File: src/rtl/riscv_pkg.sv
// Definitions shared by the fetch stage: word sizes, the canonical NOP,
// instruction field positions and the fetch FSM state encoding.
package riscv_pkg;

  localparam int XLEN = 32;
  localparam logic [XLEN-1:0] NOP_INSTR = 32'h0000_0013;

  localparam int OPCODE_LSB = 0;
  localparam int OPCODE_MSB = 6;
  localparam int FUNCT3_LSB = 12;
  localparam int FUNCT3_MSB = 14;
  localparam int FUNCT7_LSB = 25;
  localparam int FUNCT7_MSB = 31;

  typedef enum logic [1:0] {
    ST_BOOT  = 2'd0,
    ST_RUN   = 2'd1,
    ST_REDIR = 2'd2
  } fetch_state_e;

  function automatic logic [XLEN-1:0] word_align(input logic [XLEN-1:0] addr);
    return {addr[XLEN-1:2], 2'b00};
  endfunction

endpackage

File: src/rtl/fetch_buffer.sv
// Small circular FIFO of fetched {pc, instr} pairs sitting between the
// instruction-memory response port and the IF/ID register.
module fetch_buffer
  import riscv_pkg::*;
#(
  parameter int DEPTH = 2,
  localparam int CW = $clog2(DEPTH + 1)
) (
  input  logic            clk,
  input  logic            rst,
  input  logic            push,
  input  logic            pop,
  input  logic            flush,
  input  logic [XLEN-1:0] push_pc,
  input  logic [XLEN-1:0] push_instr,
  output logic [XLEN-1:0] head_pc,
  output logic [XLEN-1:0] head_instr,
  output logic            full,
  output logic            empty,
  output logic [CW-1:0]   count
);

  localparam int PW = (DEPTH > 1) ? $clog2(DEPTH) : 1;

  logic [XLEN-1:0] pc_mem    [DEPTH];
  logic [XLEN-1:0] instr_mem [DEPTH];
  logic [PW-1:0]   rd_ptr, wr_ptr;

  function automatic logic [PW-1:0] ptr_inc(input logic [PW-1:0] p);
    return (p == PW'(DEPTH - 1)) ? '0 : p + 1'b1;
  endfunction

  always_ff @(posedge clk) begin
    if (push) begin
      pc_mem[wr_ptr]    <= push_pc;
      instr_mem[wr_ptr] <= push_instr;
    end
  end

  always_ff @(posedge clk) begin
    if (rst || flush) begin
      rd_ptr <= '0;
      wr_ptr <= '0;
      count  <= '0;
    end else begin
      if (push) wr_ptr <= ptr_inc(wr_ptr);
      if (pop)  rd_ptr <= ptr_inc(rd_ptr);
      if (push && !pop)      count <= count + 1'b1;
      else if (pop && !push) count <= count - 1'b1;
    end
  end

  assign head_pc    = pc_mem[rd_ptr];
  assign head_instr = instr_mem[rd_ptr];
  assign empty      = (count == '0);
  assign full       = (count == CW'(DEPTH));

endmodule

File: src/rtl/fetch_unit.sv
// Instruction-fetch stage: owns the PC, issues credit-limited in-order memory
// requests and feeds Decode one instruction per cycle through IF/ID.
// state | meaning
// BOOT  | first cycle after reset, no request issued
// RUN   | normal fetching while credits allow
// REDIR | one idle cycle after a redirect, PC already holds the target
module fetch_unit
  import riscv_pkg::*;
#(
  parameter logic [XLEN-1:0] RESET_PC   = 32'h0000_0000,
  parameter int              IBUF_DEPTH = 2
) (
  input  logic            clk,
  input  logic            rst,
  output logic            imem_req_valid,
  input  logic            imem_req_ready,
  output logic [XLEN-1:0] imem_req_addr,
  input  logic            imem_rsp_valid,
  input  logic [XLEN-1:0] imem_rsp_data,
  input  logic            StallD,
  input  logic            FlushD,
  input  logic            PCSrcE,
  input  logic [XLEN-1:0] PCTargetE,
  output logic [XLEN-1:0] InstrD,
  output logic [XLEN-1:0] PCD,
  output logic [XLEN-1:0] PCPlus4D,
  output logic            InstrValidD
);

  localparam int CW = $clog2(IBUF_DEPTH + 1);
  localparam int PW = (IBUF_DEPTH > 1) ? $clog2(IBUF_DEPTH) : 1;

  fetch_state_e    state, state_next;
  logic [XLEN-1:0] pc, rsp_pc, head_pc, head_instr;
  logic [CW-1:0]   outstanding, drop, buf_count;
  logic            buf_full, buf_empty, buf_push, buf_pop;
  logic            credit_ok, req_fire, rsp_keep, if_kill, bypass;
  logic [XLEN-1:0] inflight_pc [IBUF_DEPTH];
  logic [PW-1:0]   inf_rd, inf_wr;

  function automatic logic [PW-1:0] ptr_inc(input logic [PW-1:0] p);
    return (p == PW'(IBUF_DEPTH - 1)) ? '0 : p + 1'b1;
  endfunction

  // Words already in the buffer count against the credit too, so a push can never overflow it.
  assign credit_ok = ({1'b0, outstanding} + {1'b0, buf_count}) < (CW + 1)'(IBUF_DEPTH);
  assign req_fire  = imem_req_valid & imem_req_ready;
  assign rsp_pc    = inflight_pc[inf_rd];
  assign rsp_keep  = imem_rsp_valid && (drop == '0) && !PCSrcE;
  assign if_kill   = FlushD | PCSrcE;
  assign buf_pop   = !if_kill && !StallD && !buf_empty;
  assign bypass    = !if_kill && !StallD && buf_empty && rsp_keep;
  assign buf_push  = rsp_keep && !bypass;
  assign imem_req_addr = pc;

  always_ff @(posedge clk) begin
    if (rst) state <= ST_BOOT;
    else     state <= state_next;
  end

  always_comb begin
    unique case (state)
      ST_BOOT, ST_RUN, ST_REDIR: state_next = ST_RUN;
      default:                   state_next = ST_BOOT;
    endcase
    if (PCSrcE) state_next = ST_REDIR;
  end

  always_comb begin
    imem_req_valid = (state == ST_RUN) && credit_ok && !PCSrcE;
  end

  always_ff @(posedge clk) begin
    if (req_fire) inflight_pc[inf_wr] <= pc;
  end

  always_ff @(posedge clk) begin
    if (rst) begin
      pc          <= word_align(RESET_PC);
      outstanding <= '0;
      drop        <= '0;
      inf_rd      <= '0;
      inf_wr      <= '0;
    end else begin
      if (PCSrcE)        pc <= word_align(PCTargetE);
      else if (req_fire) pc <= pc + 32'd4;
      outstanding <= outstanding + CW'(req_fire) - CW'(imem_rsp_valid);
      // Everything still in flight at a redirect belongs to the old path.
      if (PCSrcE)                             drop <= outstanding - CW'(imem_rsp_valid);
      else if (imem_rsp_valid && drop != '0) drop <= drop - 1'b1;
      if (req_fire)       inf_wr <= ptr_inc(inf_wr);
      if (imem_rsp_valid) inf_rd <= ptr_inc(inf_rd);
      assert (!(imem_rsp_valid && outstanding == '0));
      assert (!(buf_push && buf_full && !buf_pop));
    end
  end

  fetch_buffer #(.DEPTH(IBUF_DEPTH)) u_fetch_buffer (
    .clk        (clk),
    .rst        (rst),
    .push       (buf_push),
    .pop        (buf_pop),
    .flush      (PCSrcE),
    .push_pc    (rsp_pc),
    .push_instr (imem_rsp_data),
    .head_pc    (head_pc),
    .head_instr (head_instr),
    .full       (buf_full),
    .empty      (buf_empty),
    .count      (buf_count)
  );

  always_ff @(posedge clk) begin
    if (rst) begin
      InstrD      <= NOP_INSTR;
      PCD         <= '0;
      PCPlus4D    <= '0;
      InstrValidD <= 1'b0;
    end else if (if_kill) begin
      InstrD      <= NOP_INSTR;
      InstrValidD <= 1'b0;
    end else if (StallD) begin
      InstrValidD <= InstrValidD;
    end else if (!buf_empty) begin
      InstrD      <= head_instr;
      PCD         <= head_pc;
      PCPlus4D    <= head_pc + 32'd4;
      InstrValidD <= 1'b1;
    end else if (rsp_keep) begin
      InstrD      <= imem_rsp_data;
      PCD         <= rsp_pc;
      PCPlus4D    <= rsp_pc + 32'd4;
      InstrValidD <= 1'b1;
    end else begin
      InstrD      <= NOP_INSTR;
      InstrValidD <= 1'b0;
    end
  end

endmodule
File: config.mk
export PLATFORM = sky130hd
export DESIGN_NAME = fetch_unit
export DESIGN_NICKNAME = d
export VERILOG_FILES = /design/src/rtl/riscv_pkg.sv /design/src/rtl/fetch_buffer.sv /design/src/rtl/fetch_unit.sv
export SDC_FILE = /design/constraint.sdc
export NUM_CORES = 1
export LEC_CHECK = 0
export CORE_AREA = 2 2 156 158
export CTS_CLUSTER_DIAMETER = 120
export DETAILED_ROUTE_END_ITERATION = 7
export DIE_AREA = 0 0 158 160
export HOLD_SLACK_MARGIN = 0.03
export PLACE_DENSITY = 0.82
export SYNTH_ARGS = -nofsm -noshare
export SYNTH_HDL_FRONTEND = slang
export SYNTH_SLANG_ARGS = --single-unit
export TNS_END_PERCENT = 10
File: constraint.sdc
create_clock -name clk -period 14.85 [get_ports clk]
set_clock_uncertainty 0.15 [all_clocks]
set_input_delay 3.7125 -clock clk [delete_from_list [all_inputs] [get_ports clk]]
set_output_delay 3.7125 -clock clk [all_outputs]
set_load 0.005 [all_outputs]
==> summary.txt, run 1 <==
Finish
  • Fillcell total: 1695
  • Final Instance Area: 16800 sq um
  • Area grow syn2layout: 23.19%
  • Most frequent cells in the layout: clkdlybuf4s50_1 (190), edfxtp_1 (184), nor2_1 (139)
  • Fin cells: 1710
  • Area taken by multi-input logic gates: 4957 sq um
  • Sequential Area: 8272 sq um
  • Share of cells above drive strength 1: 10.68%
  • Nets: 1441
  • Diodes inserted: 0
  • Commonest non-fill, non-tap cell in the layout: clkdlybuf4s50_1

Setup path
  • Worst setup SP type: primary input
  • WP data required: 10.99 ns
  • R2R cell count: 12
  • Worst reg2reg path startpoint: u_fetch_buffer.count[0]
  • Worst path max stage delay: 0.53 ns
  • Buf+Inv Stages, Crit Path: 3
  • Worst EP arrival: 4.87 ns
  • CP Capture Type: output pin
  • CP max-delay cell: clkdlybuf4s50_1
  • CP delay by family, top: buffers and inverters
  • Worst r2r dst: outstanding[1]
  • Maximum fanout along the worst path: 50
  • R2R setup slack: 10.48 ns
  • CP cell instances: buf_2 -> buf_4 -> nor3_1 -> clkdlybuf4s50_1
  • Worst Path Class, Setup: primary input to output pin

Global routing
  • Vias in the first global route: 10060
  • Remaining global-route overflow: 0
  • Initial antenna violation count: 1
  • GR Util All Layers: 25.52%
  • First-pass GRT wire length: 51.78 mm
  • Largest net degree at the start of global routing: 79

Timing
  • Final Hold Slack: 0.2811 ns
  • Post-layout min period: 8.735 ns
  • Normalized max-slew margin: 17.58%
  • RSZ-0062 raised after global routing: no
  • Actual slew at the worst max-slew pin: 1.236 ns
  • Period utilization: 58.82%
  • TNS Setup: 0 ns
  • Final hold violation count: 0
  • Pins Over Slew Limit: 0
  • Peak Freq: 0.1145 GHz
  • Final setup viols: 0

Floorplanning
  • Die height: 160 um
  • Total die area: 25280 sq um
  • Rows: 57
  • Core area: 23820 sq um
  • Die width: 158 um
  • Total I/O pin count: 201
  • Starting density of the core: 57.24%

Route
  • Number of vias per cell: 5.898
  • 1st-iter DRT viols: 870
  • Antenna viol nets, final: 0
  • Via count: 10090
  • DRC viols: 0
  • WL final: 32.54 mm
  • Wirelength per Cell: 19.03 um
  • Number of detailed-route iterations in the first pass: 5

Pwr
  • Static leakage: 0.005568 uW
  • Worst VDD drop: 96.68 uV
  • PD cells: 116.8 nW/um^2

Hold path
  • WHS Endpoint: state[0]
  • WHS Path Cells: 1
  • Critical hold path startpoint: state[1]
  • Hold WC Path Type: flip-flop to flip-flop

Synth
  • Syn. warnings: 0
  • Synth Instances: 1197
  • Synth area leader: edfxtp_1
  • Yosys top cell area share: 40.52%
  • Synthesized area: 13630 sq um
  • Register area share after synthesis: 60.64%
  • Ys flop type: edfxtp_1
  • Ys async rst share: 0%
  • #FFs+latches synth: 321
  • Syn Area/Cell: 11.39 sq um
  • Distinct cells, synth: 62
  • Ranking of synthesized cells by area: edfxtp_1 (41%), dfxtp_1 (20%), mux2_2 (4.8%)
  • EDFF count, synth: 184

CTS
  • Worst-Skew Late Latency: 0.55 ns
  • Postcts setup bufs: 0
  • Post-CTS resize count: 0
  • CTS Sinks: 321
  • Clk buf depth: 3
  • CTS buffer count: 31
  • H-Tree Depth: 1
  • Cts hold-fix bufs: 0
  • Worst-path clk slew: 0.07 ns
  • CTS tree: built
  • Root buf cell: clkbuf_16

Placed design
  • Routability Congestion: 0.8590
  • Placed cell area: 15750 sq um
  • Dpl cells: 1653
  • HPWL after detailed placement: 20.89 mm
  • Port buffer count: 192

Status
  • Status: finished clean

Run
  • Maxcap violations: 0
==> report_power, final <==
| part | internal, uW | total (uW) | switching [uW] |
|---|---|---|---|
| Clock | 474 | 799 | 325 |
| Combinational | 80.8 | 178 | 97.4 |
| Sequential | 965 | 985 | 19.4 |
==> worst max path at each step <==
| stage | start | to | slack [ns] | cells after the start |
|---|---|---|---|---|
| final | PCSrcE | imem_req_valid | 6.12 | 4 |
| after global routing | PCSrcE | imem_req_valid | 6.05 | 4 |
| after CTS | PCSrcE | imem_req_valid | 6.11 | 4 |
| after detailed placement | PCSrcE | imem_req_valid | 6.12 | 4 |
| after global placement | PCSrcE | imem_req_valid | 6.12 | 4 |
| after floorplan | PCSrcE | imem_req_valid | 6.63 | 3 |
==> through the flow <==
step           total power (uW)  worst slack [ns]  utilization, %
3_5_place_dp               1179             6.122           66.13
4_1_cts                    1972             6.109           70.51
6_report                   1962             6.115           70.51
2_1_floorplan              1105             6.631               -
3_3_place_gp               1172             6.115           66.13
5_1_grt                    2029             6.048           70.51
==> flip-flops by register name, summed over array words and instances, names as in the netlist, named ones only <==
register                  count
inf_wr                        1
u_fetch_buffer.instr_mem     64
PCD                          30
inflight_pc                  60
outstanding                   2
imem_req_addr                30
u_fetch_buffer.rd_ptr         1
InstrD                       32
u_fetch_buffer.count          2
u_fetch_buffer.pc_mem        60
u_fetch_buffer.wr_ptr         1
InstrValidD                   1
drop                          2
PCPlus4D                     30
inf_rd                        1
state                         2
==> cell usage after synthesis, types with 29 or more instances <==
| master | n |
|---|---|
| nand2_1 | 102 |
| a21oi_1 | 82 |
| a211oi_1 | 35 |
| dfxtp_1 | 137 |
| clkbuf_1 | 55 |
| mux2_2 | 58 |
| o21ai_0 | 73 |
| a221o_1 | 29 |
| nor2_1 | 142 |
| mux2i_1 | 38 |
| edfxtp_1 | 184 |
==> per-layer routing <==
metal | vias up | routed length (um) | share of wire (%) | global-route usage, %
met3 | 47 | 2829 | 8.7 | 5.536
li1 | 4718 | - | - | -
met2 | 437 | 15160 | 47 | 40.61
met5 | - | 12 | 0.037 | 0
met4 | 2 | 479 | 1.5 | 6.675
met1 | 4882 | 14050 | 43 | 35.77
==> cells by family (layout without fill, tap and decap cells) <==
group                      count (synthesis)  after routing  share of synthesized area, %
xor gates and xnor gates                  41             41                         2.634
buffers and inverters                    102            286                         3.395
AOI/OAI and AO/OA                        266            266                         12.63
other                                      1              6                       0.02750
muxes                                     97             97                         7.663
adders and majority gates                  8              8                        0.7892
DFF                                      321            321                         60.64
and+or+nand+nor                          361            361                         12.22
==> layout make-up <==
class                      count  share of cell area (%)
clock buffer                  41                   5.103
clock inverter                16                   1.117
inverter                      20                  0.4470
multi-input combinational    779                   29.51
sequential                   321                   49.25
tap                          324                   2.414
timing repair buffer         209                   12.16
Note: power is estimated with default switching activity, not from simulation.
==> run 2, diff against run 1 <==
CORE_AREA = 2 2 162 164   (was 2 2 156 158)
DIE_AREA = 0 0 164 166   (was 0 0 158 160)
PLACE_DENSITY = 0.77   (was 0.82)
clock period = 8.85 ns   (was 14.85 ns; I/O delays follow)
==> run 2 against run 1 <==
Largest power group unchanged. Clock-buffer cell count grew 11. Final cell count grew 0.94%. Non-clock buffer count is the same.
==> summary.txt, run 2 (synthesis results as in run 1) <==
Route
  • WL final: 32.70 mm
  • Wirelength per Cell: 18.94 um
  • Antenna viol nets, final: 0
  • M1 WL: 14.90 mm
  • Met2 WL: 14.83 mm
  • Number of detailed-route iterations in the first pass: 6
  • Via count: 10080
  • Metal3 WL: 2.509 mm
  • Highest Signal Layer: met5
  • Number of vias per cell: 5.841
  • DRC viols: 0
  • 1st-iter DRT viols: 1043

Setup path
  • CP delay by family, top: buffers and inverters
  • Worst Path Class, Setup: primary input to output pin
  • CP Capture Type: output pin
  • Worst setup SP type: primary input
  • Maximum fanout along the worst path: 50
  • Buf+Inv Stages, Crit Path: 3
  • CP cell instances: buf_2 -> buf_4 -> nor3_1 -> clkdlybuf4s50_1
  • WP data required: 6.49 ns
  • Worst EP arrival: 3.40 ns
  • CP max-delay cell: clkdlybuf4s50_1
  • Worst path max stage delay: 0.53 ns

Run
  • Maxcap violations: 0

Floorplanning
  • Total die area: 27220 sq um
  • Total I/O pin count: 201
  • Core area: 25620 sq um
  • Starting density of the core: 53.23%
  • Rows: 59
  • Die width: 164 um
  • Die height: 166 um

CTS
  • Post-CTS resize count: 0
  • CTS buffer count: 35
  • Worst-path clk slew: 0.06 ns
  • Root buf cell: clkbuf_16
  • CTS Sinks: 321
  • Worst-Skew Late Latency: 0.50 ns
  • Cts hold-fix bufs: 0
  • H-Tree Depth: 2
  • Postcts setup bufs: 0
  • Clk buf depth: 3
  • CTS tree: built

Global routing
  • Remaining global-route overflow: 0
  • GR Util All Layers: 23.75%
  • Vias in the first global route: 9808
  • First-pass GRT wire length: 51.92 mm
  • Largest net degree at the start of global routing: 79
  • Initial antenna violation count: 1

Finish
  • Nets: 1445
  • Diodes inserted: 0
  • Most frequent cells in the layout: clkdlybuf4s50_1 (190), edfxtp_1 (184), nor2_1 (139)
  • Share of cells above drive strength 1: 10.42%
  • Largest register by flop count: u_fetch_buffer.instr_mem
  • Area taken by multi-input logic gates: 4957 sq um
  • Biggest regs: u_fetch_buffer.instr_mem (64), inflight_pc (60), u_fetch_buffer.pc_mem (60)
  • Area grow syn2layout: 23.73%
  • Max FFs per register: 64
  • Fillcell total: 1924
  • Final Instance Area: 16870 sq um
  • Sequential Area: 8272 sq um
  • Commonest non-fill, non-tap cell in the layout: clkdlybuf4s50_1

Pwr
  • Pint: 2592 uW
  • Sw frac: 22.56%
  • Switching pwr: 755.1 uW
  • Gate power share: 8.9%
  • Power consumption: 3347 uW
  • Static leakage: 0.005601 uW
  • Flop pwr share: 49.4%
  • PD cells: 198.4 nW/um^2
  • Worst VDD drop: 133.5 uV
  • Clk pwr share: 41.7%

Timing
  • Final hold violation count: 0
  • Final Hold Slack: 0.3029 ns
  • Final setup margin: 3.088 ns
  • TNS Setup: 0 ns
  • Pins Over Slew Limit: 0
  • Normalized max-slew margin: 18.76%
  • Final setup viols: 0
  • Peak Freq: 0.1735 GHz
  • Actual slew at the worst max-slew pin: 1.219 ns
  • Period utilization: 65.11%
  • Post-layout min period: 5.762 ns
  • RSZ-0062 raised after global routing: no

Placed design
  • Routability Congestion: 0.8672
  • Port buffer count: 192
  • Setup Slack @ Placement: 3.098 ns
  • HPWL after detailed placement: 20.86 mm
  • Placed cell area: 15770 sq um

Status
  • Status: finished clean

Hold path
  • Hold WC Path Type: flip-flop to flip-flop
## run 2: changes by cell type in the layout (fill, tap and decap cells not counted)
cell | before | now
clkbuf_16 | 31 | 38
clkbuf_1 | 5 | 11
bufinv_16 | 4 | 1
clkinvlp_4 | 3 | 0
clkinv_1 | 3 | 5
clkbuf_4 | 1 | 0
clkbuf_8 | 4 | 3
clkinv_2 | 7 | 6
inv_4 | 1 | 0
## run 2: worst paths after layout
| kind | from | to | slack (ns) | cells after the start |
|---|---|---|---|---|
| worst max-delay path | PCSrcE | imem_req_valid | 3.09 | 4 |
| worst min-delay path | PCD[11] | PCD[11] | 0.30 | 2 |
| worst max register to register | u_fetch_buffer.count[0] | outstanding[1] | 4.59 | 12 |
| worst min register to register | PCD[11] | PCD[11] | 0.30 | 2 |
## run 2: metrics by stage
step	std cells	utilization, %
6_report	1726	65.86
5_1_grt	1726	65.86
3_5_place_dp	1664	61.54
2_1_floorplan	1202	-
3_3_place_gp	1664	61.54
4_1_cts	1726	65.86
## run 2: per-layer routing
layer / vias up / track usage, %
li1: 4728 / -
met1: 4864 / 34.89
met2: 446 / 36.68
met3: 42 / 4.446
met4: 2 / 5.645
met5: - / 0
## run 2: power groups by stage
stage | Sequential (uW) | Clock [uW] | Combinational (uW)
final | 1650 | 1400 | 299
after detailed placement | 1680 | 0 | 295
after global placement | 1680 | 0 | 289
after global routing | 1660 | 1480 | 327
after floorplan | 1680 | 0 | 178
after CTS | 1650 | 1410 | 298
## run 2: worst min-delay path: cells and delay by family (launching register included)
family,cells,cell delay [ns]
DFF,1,0.31
and+or+nand+nor,1,0.05
AOI/OAI and AO/OA,1,0.05
## run 2: layout make-up
class	count	share of cell area [%]
clock buffer	52	6.126
clock inverter	10	0.4228
inverter	20	0.4450
multi-input combinational	779	29.39
sequential	321	49.03
tap	335	2.485
timing repair buffer	209	12.10
